--- src/rtl/counter_spi_pkg.sv ---
// counter_spi_pkg: shared FSM state encoding and frame sizing helper for the counter SPI streamer
package counter_spi_pkg;
  typedef enum logic [2:0] {IDLE, LATCH, SEND, WAIT_DONE, WAIT_READY} state_t;
  function automatic int bytes_for(input int width);
    return (width + 7) / 8;
  endfunction
endpackage

--- src/rtl/counter_spi_streamer_if.sv ---
// counter_spi_streamer_if: byte handshake between the streamer and an SPI master
interface counter_spi_streamer_if;
  logic [7:0] tx_data;
  logic start;
  logic ss_n;
  logic tx_ready;
  logic done;
  modport master (output tx_data, start, ss_n, input tx_ready, done);
  modport slave (input tx_data, start, ss_n, output tx_ready, done);
endinterface

--- src/rtl/tick_gen_div.sv ---
// tick_gen_div: one-cycle tick every TICK_DIV clocks, divider cleared by active-low reset
module tick_gen_div #(
  parameter int TICK_DIV = 10
) (
  input  logic clk,
  input  logic reset,
  output logic tick
);
  localparam int W = $clog2(TICK_DIV);
  logic [W-1:0] div;
  always_ff @(posedge clk) div <= (!reset || tick) ? '0 : div + 1'b1;
  assign tick = div == W'(TICK_DIV - 1);
endmodule

--- src/rtl/counter_spi_streamer.sv ---
// counter_spi_streamer: tick-driven up/down counter that streams each new sample MSB-first over SPI
module counter_spi_streamer
  import counter_spi_pkg::*;
#(
  parameter int CNT_WIDTH = 14,
  parameter int CNT_MAX   = 9999,
  parameter int TICK_DIV  = 10
) (
  input  logic                 clk,
  input  logic                 reset,
  input  logic                 clear,
  input  logic                 run_toggle,
  input  logic                 dir,
  counter_spi_streamer_if.master spi,
  output logic [CNT_WIDTH-1:0] count,
  output logic                 running,
  output logic                 overrun
);
  localparam int NUM_BYTES = bytes_for(CNT_WIDTH);
  localparam int SW = NUM_BYTES * 8;
  localparam int IW = NUM_BYTES > 1 ? $clog2(NUM_BYTES) : 1;
  localparam logic [CNT_WIDTH-1:0] MAX = CNT_WIDTH'(CNT_MAX);
  state_t state, next;
  logic tick;
  logic last;
  logic [SW-1:0] shadow;
  logic [IW-1:0] idx;
  tick_gen_div #(.TICK_DIV(TICK_DIV)) u_tick (.clk(clk), .reset(reset), .tick(tick));
  function automatic logic [7:0] byte_at(input logic [SW-1:0] v, input logic [IW-1:0] i);
    return 8'(v >> (8 * (NUM_BYTES - 1 - int'(i))));
  endfunction
  always_ff @(posedge clk) begin
    if (!reset) begin
      count   <= '0;
      running <= 1'b0;
      overrun <= 1'b0;
    end else if (clear) begin
      count   <= '0;
      overrun <= 1'b0;
    end else begin
      running <= running ^ run_toggle;
      if (tick && (state != IDLE || !spi.tx_ready)) overrun <= 1'b1;
      if (tick && running)
        count <= dir ? (count == '0 ? MAX : count - 1'b1) : (count == MAX ? '0 : count + 1'b1);
    end
  end
  // The frame reads only the shadow copy, so clear or ticks mid-frame cannot corrupt it
  always_ff @(posedge clk) begin
    if (!reset) begin
      state       <= IDLE;
      idx         <= '0;
      shadow      <= '0;
      spi.tx_data <= '0;
    end else begin
      state <= next;
      if (state == LATCH) begin
        shadow      <= SW'(count);
        idx         <= '0;
        spi.tx_data <= byte_at(SW'(count), '0);
      end
      if (state == WAIT_DONE && spi.done && !last) begin
        idx         <= idx + 1'b1;
        spi.tx_data <= byte_at(shadow, idx + 1'b1);
      end
    end
  end
  assign last = idx == IW'(NUM_BYTES - 1);
  always_comb begin
    next = state;
    unique case (state)
      IDLE:       next = tick && spi.tx_ready ? LATCH : IDLE;
      LATCH:      next = SEND;
      SEND:       next = WAIT_DONE;
      WAIT_DONE:  next = !spi.done ? WAIT_DONE : last ? IDLE : WAIT_READY;
      WAIT_READY: next = spi.tx_ready ? SEND : WAIT_READY;
      default:    next = IDLE;
    endcase
  end
  assign spi.start = state == SEND;
  assign spi.ss_n  = !(state inside {SEND, WAIT_DONE, WAIT_READY});
endmodule

--- src/flat_wrapper.sv ---
// flat-port wrapper written by rule: the top's interface ports become plain ports
module counter_spi_streamer_flat import counter_spi_pkg::*;
#(
  parameter int CNT_WIDTH = 14,
  parameter int CNT_MAX   = 9999,
  parameter int TICK_DIV  = 10
)
  (clk, reset, clear, run_toggle, dir, count, running, overrun, spi_tx_data, spi_start, spi_ss_n, spi_tx_ready, spi_done);
  counter_spi_streamer_if spi_i ();
  input  logic clk;
  input  logic reset;
  input  logic clear;
  input  logic run_toggle;
  input  logic dir;
  output logic [CNT_WIDTH-1:0] count;
  output logic running;
  output logic overrun;
  output wire logic [$bits(spi_i.tx_data)-1:0] spi_tx_data;
  output wire logic [$bits(spi_i.start)-1:0] spi_start;
  output wire logic [$bits(spi_i.ss_n)-1:0] spi_ss_n;
  input wire logic [$bits(spi_i.tx_ready)-1:0] spi_tx_ready;
  input wire logic [$bits(spi_i.done)-1:0] spi_done;
  assign spi_tx_data = spi_i.tx_data;
  assign spi_start = spi_i.start;
  assign spi_ss_n = spi_i.ss_n;
  assign spi_i.tx_ready = spi_tx_ready;
  assign spi_i.done = spi_done;
  counter_spi_streamer #(.CNT_WIDTH(CNT_WIDTH), .CNT_MAX(CNT_MAX), .TICK_DIV(TICK_DIV)) u_core (.clk(clk), .reset(reset), .clear(clear), .run_toggle(run_toggle), .dir(dir), .spi(spi_i), .count(count), .running(running), .overrun(overrun));
endmodule
--- config.mk ---
export PLATFORM = sky130hd
export DESIGN_NAME = counter_spi_streamer_flat
export DESIGN_NICKNAME = d
export VERILOG_FILES = /design/src/rtl/counter_spi_pkg.sv /design/src/rtl/counter_spi_streamer_if.sv /design/src/rtl/tick_gen_div.sv /design/src/rtl/counter_spi_streamer.sv /design/src/flat_wrapper.sv
export SDC_FILE = /design/constraint.sdc
export NUM_CORES = 1
export LEC_CHECK = 0
export ABC_AREA = 0
export BUFFER_PORTS_ARGS = -buffer_cell sky130_fd_sc_hd__buf_2
export CAP_MARGIN = 15
export CORE_ASPECT_RATIO = 0.8
export CORE_UTILIZATION = 55
export DETAILED_ROUTE_END_ITERATION = 8
export MAX_ROUTING_LAYER = met4
export PLACE_DENSITY = 0.74
export SYNTH_ARGS = -nofsm -noshare
export SYNTH_HDL_FRONTEND = slang
export SYNTH_SLANG_ARGS = --single-unit
--- constraint.sdc ---
create_clock -name clk -period 2.7 [get_ports clk]
set_clock_uncertainty 0.1 [all_clocks]
set_input_delay 0 -clock clk [delete_from_list [all_inputs] [get_ports clk]]
set_output_delay 0 -clock clk [all_outputs]
set_load 0.02 [all_outputs]
# After elaboration in Yosys (flattened, before gate mapping)
# Index checks and enable logic that the tools add are counted.
# Widths: inputs -> output; s select.
# word_totals
ff_bits	46
latchBits	0
ramBits	0
mem_bits_ro	0
input_bits	7
out_inout_bits	26
word_cells	51
n_memories	0
# op_classes
addsub	5
mul	0
div_mod_pow	0
n_lt_le_gt_ge	0
n_eq_ne	6
shift	1
mux	12
bitwise_logic	2
n_reduce_logical	17
# op_table
op	count
$mux 14	3
$shr 14x32->8	1
$mux 8	2
$pmux 3 s5	1
$add 14x1->14 const B	1
$eq 14x14->1 const B	1
$logic_not 14->1	1
$sub 14x1->14 const B	1
$mux 3	3
$eq 3x2->1 const B	2
$reduce_bool 3->1	2
$logic_and 1x1->1	5
$add 4x1->4 const B	1
$eq 4x4->1 const B	1
$logic_not 1->1	4
$eq 3x1->1 const B	1
$eq 3x3->1 const B	1
$logic_not 3->1	1
$mux 1	3
$logic_or 1x1->1	2
$reduce_bool 2->1	1
$reduce_or 2->1	1
$sub 1x1->2 const A	1
$add 1x1->1 const B	1
other kinds (2)	2

# Depth between registers and ports, before layout
# Gate-level depths: netlist of run 1.
# logic_depth
word_depth	4
mapped_depth	8
ltp_nobuf	7

# Hierarchy
# Synthesis of run 1 repeated with hierarchy kept, for this count alone.
# hier_totals
cells_unflattened	315
area_unflattened_um2	2369.8
# modules_own_cells
module	instances	cells_each	area_per_inst_um2	seq_area_each_um2
counter_spi_streamer	1	295	2180.8	720.7
tick_gen_div	1	20	188.9	80.1

# Worst setup path after synthesis of run 1
# No wires, ideal clock.
# synth_path
path_kind	register to register
start	register u_core.count[0]
end	register u_core.count[4]
setup_time_ns	0.131
arrival_time_ns	1.977
t_required_ns	2.469
setup_slack_ns	0.492
path_stages_with_launch	9
n_path_buf	1
period_less_slack_ns	2.208
cell_sequence	dfxtp_1 > inv_1 > ha_1 > or3b_1 > clkbuf_1 > o41ai_4 > a21oi_1 > a311oi_1 > a21oi_1
# synth_between
elab_chain_len	3
elab_cells_between_ends	7
cone_classes	2 x add/sub; 1 x eq/ne; 3 x mux; 1 x reduce/logical
# synth_rtl
element	line	source
from (decl)	counter_spi_streamer.sv:15	output logic [CNT_WIDTH-1:0] count,
from (signal assigned)	counter_spi_streamer.sv:44	count <= dir ? (count == '0 ? MAX : count - 1'b1) : (count == MAX ? '0 : count + 1'b1);
$add 14x1->14 (tied with other cells)	counter_spi_streamer.sv:44	
$mux 14	counter_spi_streamer.sv:44	
$mux 14 (*)	counter_spi_streamer.sv:44	
# Mark *: on every way between the ends. The rest lies on a longest branch, timed or not.
# A chain may end at the register's enable or synchronous reset.

# Worst setup path in the final report of run 1
# Same ends and word-level chain as after synthesis.

==> flow_summary.toml, run 1 <==
[min_path]
hp-class = "in2reg"

[synth]
syn_nets = 313
avgSynthCellArea_um2 = 7.714
synth.distinct_cells = 52
yosys-top-cells-area = "dfxtp_1, nand2_1, o21ai_0, a21boi_0, a31oi_1"
netlist_area_um2 = 2330
synth_async_sr_flop_share = 0
netlist_instances = 302
ys_ff_latch = 40
yosysWarnings = 0
synth_top_area_cell = "dfxtp_1"
ys.flop_type = "dfxtp_1"
synth_edf_count = 0
synth_top_area_frac = 0.3437
seq_area_frac_synth = 0.3437

[setup_path]
worstPathMaxFanout = 10
cp-end-kind = "register"
cp-start-kind = "register"
critical_path_required_ns = 2.79
crit_type = "reg2reg"
worstPathArrival_ns = 2.44

[sta]
setup_viol = 0
worst_pin_slew_ns = 0.6766
min_period_ns = 2.354
clock.fmax_mhz = 424.8
fin_hold_ws_ns = 0.005110
min_period_over_period = 0.8719
rsz0062_at_grt = "false"
hold_violations = 0
drv_slew = 0
finalSetupTns_ns = 0
slew_headroom = 0.5487

[placed_design]
place_inst = 376
postPlaceCellArea_um2 = 2554
post-dp-hpwl_mm = 4.289
place_congestion = 0.9203
port_buffers = 32

[cells_and_area]
multiInputGateArea_um2 = 1396
seq_area_um2 = 800.8
syn_to_final_growth_pct = 14.82
final_cell_area_um2 = 2675
drive_above_1_share = 0.1788
fillerInstances = 343
fin_nets = 340
fin_cells = 385
antenna_cells = 0

[global_route]
grt_max_degree = 27
grt_first_pass_wirelength_mm = 9.798
antenna_found_initial = 0
grt_pass1_vias = 1925
grt_usage = 0.3006
gr-total-overflow = 0

[route]
num_vias = 2451
wl_mm = 6.138
drt-initial-drc-count = 331
drc_errors = 0
ant_nets = 0
drt_pass1_iterations = 5
wl_per_cell_um = 15.94
vias_per_cell = 6.366

[cts]
clk_pin_slew_ns = 0.08
cts_made_buffers = 5
cts_root_buffer = "clkbuf_8"
cts_tree = "yes"
clockBufferDepth = 2
clkLatencyLatePin_ns = 0.29
htreeDepth = 2
cts_sinks = 40
post_cts_buffers = 0

[die]
die_area_um2 = 4502
dieWidth_um = 74.77
design.core.area_um2 = 3929
ios = 33
core.rowCount = 20
initial_core_util = 0.5930
die_h_um = 60.21

[power]
p_sw_frac = 0.2256
p_leak_nw = 1.043
cell_internal_pwr_w = 0.0008917
pwr-share-comb = 0.050
ir_worst_vdd_uv = 312.8
p_switching_w = 0.0002597
power_density_nw_per_um2 = 430.4
power_frac_clock = 0.429
p_seq_frac = 0.521

[status]
status = "finished, final reports clean"

[run]
max_cap_violations = 0
-- Yosys cell counts (2+ instances only) --
cell	instances
xnor2_1	2
nand3_1	10
ha_1	4
o21a_1	2
a311oi_1	2
nor2b_1	4
a22oi_1	3
a21boi_0	12
mux2i_1	5
and3_1	3
or4_1	5
clkbuf_1	23
inv_1	5
or3_1	3
dfxtp_1	40
nor2_1	16
o221ai_1	3
a31oi_1	14
nand4_1	7
buf_1	2
nand2b_1	3
a211oi_1	4
nor3_1	7
nor3b_1	4
nor4_1	6
and2_1	3
o41ai_4	2
o21ai_0	23
a21oi_1	17
nand2_1	46
-- worst max-delay path: stages (launching register included) --
cell      delay (ns)
dfxtp_1         0.39
inv_1           0.13
ha_1            0.19
or3b_1          0.53
o41ai_4         0.48
a21oi_1         0.11
a311oi_1        0.21
a21oi_1         0.10
-- worst paths after layout --
path         slack, ns                            end                     startpoint  cells past startpoint
max               0.35   u_core.count[4]$_SDFFE_PP0P_   u_core.count[0]$_SDFFE_PP0P_                      7
min              0.005    u_core.running$_SDFFE_PN0N_                     run_toggle                      4
max reg2reg       0.35   u_core.count[4]$_SDFFE_PP0P_   u_core.count[0]$_SDFFE_PP0P_                      7
min reg2reg       0.37  u_core.shadow[3]$_SDFFE_PN0P_  u_core.shadow[3]$_SDFFE_PN0P_                      2
-- sequential cells by signal, summed over array words and instances, names as in the netlist --
name,cells
u_core.count,14
u_core.shadow,8
u_core.spi.tx_data,8
u_core.u_tick.div,4
u_core.state,3
u_core.idx,1
u_core.overrun,1
u_core.running,1
-- cells in the final DEF, fill, tap and decap left out, types with 2 or more instances in the layout --
cell	Yosys	routed
or3_1	3	3
a211oi_1	4	4
a31oi_1	14	14
nand3_1	10	10
o221ai_1	3	3
a311oi_1	2	2
ha_1	4	4
buf_2	1	32
and3_1	3	3
nor3b_1	4	4
buf_4	0	14
o21ai_0	23	23
or4_1	5	5
mux2i_1	5	5
and2_1	3	3
o41ai_4	2	2
nor3_1	7	7
xnor2_1	2	2
clkbuf_8	0	5
o21a_1	2	2
a21oi_1	17	17
nor4_1	6	6
inv_1	5	5
a21boi_0	12	12
dfxtp_1	40	40
a22oi_1	3	3
nand2_1	46	46
nand4_1	7	7
nor2b_1	4	4
nor2_1	16	16
nand2b_1	3	3
-- what timing repair did --
item | in CTS | in global routing
hold endpoints to repair | 1 | 0
hold buffers | 1 | 0
resized for setup | 0 | 0
-- layer usage --
metal | vias up | global-route usage | share of wire
met4 | 0 | 0.06469 | 0.0083
li1 | 1158 | - | -
met5 | - | - | 0
met1 | 1122 | 0.4469 | 0.47
met2 | 160 | 0.4144 | 0.42
met3 | 11 | 0.05734 | 0.11
-- cells by family (layout without fill, tap and decap cells) --
family | after synthesis | after routing | share of synthesized area
and+or+nand+nor | 126 | 126 | 0.2750
AOI/OAI and AO/OA | 91 | 91 | 0.2691
DFF | 40 | 40 | 0.3437
buffers and inverters | 33 | 61 | 0.05692
muxes | 6 | 6 | 0.02632
adders and majority gates | 4 | 4 | 0.02148
xor gates and xnor gates | 2 | 2 | 0.007520
-- stage by stage --
stage / power [W] / worst slack [ns] / utilization
floorplan: 0.0006518 / 0.4925 / -
global placement: 0.0006683 / 0.4331 / 0.6500
detailed placement: 0.0006689 / 0.3995 / 0.6500
CTS: 0.001155 / 0.3884 / 0.6809
global route: 0.001185 / 0.2121 / 0.6809
finish: 0.001151 / 0.3458 / 0.6809
-- power groups by stage --
stage          Clock, W  Sequential (W)  Combinational, W
4_1_cts        0.000498        0.000599         0.0000567
5_1_grt        0.000520        0.000600         0.0000646
6_report       0.000494        0.000599         0.0000580
3_3_place_gp          0        0.000613         0.0000551
3_5_place_dp          0        0.000613         0.0000556
2_1_floorplan         0        0.000614         0.0000375
-- area by class of cell --
type / count / area share
multi-input cells: 229 / 0.5220
clock inverters: 3 / 0.01590
well taps: 55 / 0.02572
flip-flops and latches: 40 / 0.2993
repair buffers: 47 / 0.1029
inverters: 6 / 0.008419
clock buffers: 5 / 0.02572
Note: power is estimated with default switching activity, not from simulation.
==> inputs of run 2 (changes only) <==
--- a/config.mk
+++ b/config.mk
@@ -13,6 +13,8 @@
 export DETAILED_ROUTE_END_ITERATION = 8
 export MAX_ROUTING_LAYER = met4
 export PLACE_DENSITY = 0.74
+export RECOVER_POWER = 100
+export REMOVE_ABC_BUFFERS = 1
 export SYNTH_ARGS = -nofsm -noshare
 export SYNTH_HDL_FRONTEND = slang
 export SYNTH_SLANG_ARGS = --single-unit
==> run 2 against run 1 <==
Sequential power barely moved. Count of clock-buffer cells in the layout is the same. Fmax decreased by 6.3%. Non-clock buffer count grew 1. First-iteration DRC count down 5.4%. Worst setup slack got worse by 0.16 ns. Largest cell class unchanged. Critical path type unchanged.
==> flow_summary.toml, run 2 (synthesized netlist as in run 1, its figures left out) <==
[sta]
clock.fmax_mhz = 397.9
drv_slew = 0
min_period_over_period = 0.9308
fin_hold_ws_ns = 0.01020
slew_headroom = 0.5406
hold_violations = 0
worst_pin_slew_ns = 0.6887
setup_viol = 0
rsz0062_at_grt = "false"
min_period_ns = 2.513
finalSetupTns_ns = 0

[cts]
cts_resized = 0
cts_tree = "yes"
clockBufferDepth = 2
cts_made_buffers = 5
htreeDepth = 2
cts_sinks = 40
clk_pin_slew_ns = 0.08
cts_root_buffer = "clkbuf_8"
post_cts_buffers = 0
clkLatencyLatePin_ns = 0.29

[route]
num_vias = 2406
wl_per_cell_um = 15.79
drt_pass1_iterations = 5
vias_per_cell = 6.233
wl_mm = 6.095
drc_errors = 0
drt-initial-drc-count = 313
ant_nets = 0

[cells_and_area]
regMostFlops = "u_core.count"
largest_register_ffs = 14
final_cell_mix = "nand2_1, dfxtp_1, clkbuf_1, o21ai_0, a21oi_1"
final_cell_area_um2 = 2586
layout_commonest_cell = "nand2_1"
antenna_cells = 0
fillerInstances = 365
drive_above_1_share = 0.09668
reg_top3 = "u_core.count: 14 flops, u_core.shadow: 8 flops, u_core.spi.tx_data: 8 flops"
syn_to_final_growth_pct = 11.01
fin_nets = 341
fin_cells = 386
utilization = 0.6583

[setup_path]
worstPathArrival_ns = 2.64
cpPeakStageDelay_ns = 0.52
cp-end-kind = "register"
worstPathCellList = "clkbuf_1 > nor4_1 > clkbuf_1 > a41oi_1 > a22oi_1 > or3_1 > a21oi_1"
critical_path_buf_inv_count = 2
r2r_slack_ns = 0.19
slowest_stage = "a41oi_1"
cp-start-kind = "register"
crit_type = "reg2reg"
worstRegToRegCells = 7
r2r_end = "u_core.count[11]$_SDFFE_PP0P_"
worstPathMaxFanout = 14
crit-reg2reg-launch = "u_core.count[4]$_SDFFE_PP0P_"
critical_path_required_ns = 2.82
critPathTopFamily = "compound AO/OA/AOI/OAI gates"
crit_top_cell = "clkbuf_1"

[status]
status = "finished, final reports clean"

[min_path]
hold_path_end = "u_core.running$_SDFFE_PN0N_"
hold_depth = 4
hp-class = "in2reg"
worstHoldStart = "run_toggle"

[die]
die_area_um2 = 4502
dieWidth_um = 74.77
die_h_um = 60.21
initial_core_util = 0.5930
ios = 33
design.core.area_um2 = 3929
core.rowCount = 20

[global_route]
grt_first_pass_wirelength_mm = 9.632
grt_pass1_vias = 2024
grt_usage = 0.2934
antenna_found_initial = 0
gr-total-overflow = 0
grt_max_degree = 27

[placed_design]
postPlaceCellArea_um2 = 2561
place_inst = 377
port_buffers = 32
place_congestion = 0.9829
post-dp-hpwl_mm = 4.346

[power]
p_leak_nw = 0.9036
power_density_nw_per_um2 = 408.4
ir_worst_vdd_uv = 377.2

[run]
max_cap_violations = 0
==> run 2: changes by cell type in the layout (fill, tap and decap cells not counted), sizes merged <==
cell      previous run  this run
bufinv               1         0
clkbuf               5        33
buf                 46        19
clkinvlp             1         0
clkinv               2         4
==> run 2: worst register-to-register path, cell delays in order (launching register included) <==
cell      delay, ns
dfxtp_1        0.33
clkbuf_1       0.48
nor4_1         0.14
clkbuf_1       0.19
a41oi_1        0.52
a22oi_1        0.19
or3_1          0.34
a21oi_1        0.15
==> run 2: metrics by stage <==
step	power, W	worst slack [ns]
after floorplan	0.0006460	0.3433
after global placement	0.0006689	0.4515
after detailed placement	0.0006690	0.4114
after CTS	0.001062	0.3984
after global routing	0.001089	0.1181
final	0.001056	0.1868
==> run 2: cell type report <==
type / count / area [um2] / area share
multi-input cells: 229 / 1374 / 0.5312
clock inverters: 3 / 18.77 / 0.007257
repair buffers: 48 / 232.7 / 0.08999
flip-flops and latches: 40 / 800.8 / 0.3096
well taps: 55 / 68.82 / 0.02661
clock buffers: 5 / 68.82 / 0.02661
inverters: 6 / 22.52 / 0.008708
==> run 2: power by group <==
group / internal (W) / switching, W
logic: 0.0000223 / 0.0000335
registers: 0.000594 / 0.00000515
clock network: 0.000180 / 0.000221
total: 0.000797 / 0.000259
==> run 2: worst max-delay path by stage <==
stage / depth (start not counted) / to / start / slack, ns
floorplan: 5 / u_core.count[7]$_SDFFE_PP0P_ / u_core.count[4]$_SDFFE_PP0P_ / 0.34
global placement: 7 / u_core.count[4]$_SDFFE_PP0P_ / u_core.count[0]$_SDFFE_PP0P_ / 0.45
detailed placement: 7 / u_core.count[4]$_SDFFE_PP0P_ / u_core.count[0]$_SDFFE_PP0P_ / 0.41
CTS: 7 / u_core.count[4]$_SDFFE_PP0P_ / u_core.count[0]$_SDFFE_PP0P_ / 0.40
global route: 7 / u_core.count[11]$_SDFFE_PP0P_ / u_core.count[4]$_SDFFE_PP0P_ / 0.12
finish: 7 / u_core.count[11]$_SDFFE_PP0P_ / u_core.count[4]$_SDFFE_PP0P_ / 0.19
==> run 2: repair_timing <==
item / CTS / global route
endpoints found under the hold margin: 1 / 0
setup endpoints to repair: 0 / 0
hold buffers: 1 / 0
==> run 2: layer usage <==
layer  GRT usage  share of wire  vias to the layer above
met1      0.4025           0.46                     1103
met5           -              0                        -
met3     0.06745           0.11                        9
met2      0.4260           0.42                      132
met4     0.08895          0.010                        0
li1            -              -                     1162
==> inputs of run 3 (changes only) <==
--- a/config.mk
+++ b/config.mk
@@ -6,13 +6,12 @@
 export NUM_CORES = 1
 export LEC_CHECK = 0
 export ABC_AREA = 0
-export BUFFER_PORTS_ARGS = -buffer_cell sky130_fd_sc_hd__buf_2
-export CAP_MARGIN = 15
 export CORE_ASPECT_RATIO = 0.8
-export CORE_UTILIZATION = 55
+export CORE_UTILIZATION = 45
 export DETAILED_ROUTE_END_ITERATION = 8
+export DONT_BUFFER_PORTS = 1
 export MAX_ROUTING_LAYER = met4
-export PLACE_DENSITY = 0.74
+export PLACE_DENSITY = 0.57
 export RECOVER_POWER = 100
 export REMOVE_ABC_BUFFERS = 1
 export SYNTH_ARGS = -nofsm -noshare
==> run 3 against run 2 <==
Cell count fell by 4.4%. Non-clock buffer count down 24. Critical endpoint is now u_core.count[4]$_SDFFE_PP0P_. Register-to-register slack improved by 0.05 ns. Final area decreased by 1.4%. Routed wire length grew 9.3%. Clock power up 22%. Largest cell class unchanged. Global-route usage fell by 2.8 points. Sequential cell count did not move. Utilization down 15 points.
==> flow_summary.toml, run 3 (synthesized netlist as in run 1, its figures left out) <==
[status]
status = "finished, final reports clean"

[cells_and_area]
antenna_cells = 0
fillerInstances = 515
final_cell_mix = "nand2_1, dfxtp_1, o21ai_0, a21oi_1, nor2_1"
drive_above_1_share = 0.06189
syn_to_final_growth_pct = 9.506
fin_nets = 317
largest_register_ffs = 14
reg_top3 = "u_core.count: 14 flops, u_core.shadow: 8 flops, u_core.spi.tx_data: 8 flops"
multiInputGateArea_um2 = 1385
regMostFlops = "u_core.count"
utilization = 0.5095
layout_commonest_cell = "nand2_1"
seq_area_um2 = 800.8

[cts]
cts_sinks = 40
clockBufferDepth = 2
htreeDepth = 2
cts_resized = 0
clk_pin_slew_ns = 0.08
clkLatencyLatePin_ns = 0.29
cts_root_buffer = "clkbuf_8"
cts_tree = "yes"
cts_made_buffers = 5

[sta]
rsz0062_at_grt = "false"
min_period_ns = 2.466
slew_headroom = 0.4720
min_period_over_period = 0.9134
worst_pin_slew_ns = 0.7920
finalSetupTns_ns = 0
fin_ws_ns = 0.2338
hold_violations = 0
setup_viol = 0
drv_slew = 0
clock.fmax_mhz = 405.5

[setup_path]
critical_path_required_ns = 2.78
worstPathArrival_ns = 2.55
critPathTopFamily = "compound AO/OA/AOI/OAI gates"
cp-start-kind = "register"
slowest_stage = "o41ai_4"
crit_type = "reg2reg"
cp-end-kind = "register"
worstPathCellList = "inv_1 > ha_1 > or3b_1 > clkbuf_2 > o41ai_4 > a21oi_1 > a311oi_1 > a21oi_1"
cpPeakStageDelay_ns = 0.46
crit_top_cell = "a21oi_1"
worstPathMaxFanout = 9
critical_path_buf_inv_count = 2

[die]
die_area_um2 = 5471
ios = 33
core.rowCount = 23
initial_core_util = 0.4653
dieWidth_um = 82.45
die_h_um = 66.36
design.core.area_um2 = 5007

[route]
vias_per_cell = 6.220
num_vias = 2295
wl_per_cell_um = 18.05
drt_pass1_iterations = 6
ant_nets = 0
drt-initial-drc-count = 257
drc_errors = 0
wl_mm = 6.661

[power]
power_density_nw_per_um2 = 449.8
p_leak_nw = 0.8612
ir_worst_vdd_uv = 248.9

[global_route]
grt_max_degree = 26
grt_usage = 0.2649
grt_first_pass_wirelength_mm = 10.47
gr-total-overflow = 0
antenna_found_initial = 0
grt_pass1_vias = 1997

[placed_design]
place_congestion = 0.9039
post-dp-hpwl_mm = 4.478
post-place-ws_ns = 0.3446
port_buffers = 0

[min_path]
hp-class = "in2reg"

[run]
max_cap_violations = 0
-- run 3: changes by cell type in the layout (fill, tap and decap cells not counted) --
cell and delta:
bufinv_16 +1, buf_4 -3, clkinv_4 -1, clkbuf_1 -17, and2_0 +1, clkbuf_2 +1, buf_2 -10, dlygate4sd3_1 +6
o41ai_2 -1, clkinv_2 -1, o41ai_4 +1, and2_1 -1
-- run 3: final cells by class --
class	count	area share
Clock inverter	2	0.01373
Timing Repair Buffer	24	0.06179
Clock buffer	6	0.02845
Multi-Input combinational cell	229	0.5429
Inverter	6	0.008828
Tap cell	62	0.03041
Sequential cell	40	0.3139
-- run 3: report_power, final --
group | internal, W | switching, W | leakage [nW]
logic | 0.0000251 | 0.0000315 | 0.483
registers | 0.000594 | 0.00000752 | 0.323
clock network | 0.000275 | 0.000214 | 0.0552
total | 0.000894 | 0.000253 | 0.861
-- run 3: timing repair --
| action | CTS | global route |
|---|---|---|
| hold endpoints to repair | 38 | 0 |
| setup buffers | 0 | 0 |
| hold buffers | 7 | 0 |
-- run 3: through the flow --
stage                     total power [W]  hold slack, ns  cell area [um2]  std cells
after CTS                        0.001155        0.003074             2603        369
final                            0.001148         0.01971             2551        369
after detailed placement        0.0006576         0.02804             2425        354
after global placement          0.0006572         0.02624             2425        354
after global routing             0.001189         0.05336             2551        369
after floorplan                 0.0006460         0.02171             2220        275
-- run 3: tightest hold or removal path, delay by kind of cell --
| family | cells | cell delay (ns) |
|---|---|---|
| compound gates | 3 | 0.28 |
| simple gates | 2 | 0.09 |
-- run 3: per-layer routing --
| metal | part of all wire | vias to the layer above | global-route usage |
|---|---|---|---|
| met1 | 0.49 | 1065 | 0.3857 |
| met4 | 0.0090 | 0 | 0.05044 |
| met2 | 0.42 | 97 | 0.3678 |
| met5 | 0 | - | - |
| li1 | - | 1124 | - |
| met3 | 0.075 | 9 | 0.06207 |
-- run 3: final timing paths --
| kind | cells after the start | slack (ns) | start | endpoint |
|---|---|---|---|---|
| min reg2reg | 2 | 0.37 | u_core.shadow[2]$_SDFFE_PN0P_ | u_core.shadow[2]$_SDFFE_PN0P_ |
| max reg2reg | 8 | 0.23 | u_core.count[0]$_SDFFE_PP0P_ | u_core.count[4]$_SDFFE_PP0P_ |
| min | 5 | 0.02 | dir | u_core.count[6]$_SDFFE_PP0P_ |
| max | 8 | 0.23 | u_core.count[0]$_SDFFE_PP0P_ | u_core.count[4]$_SDFFE_PP0P_ |
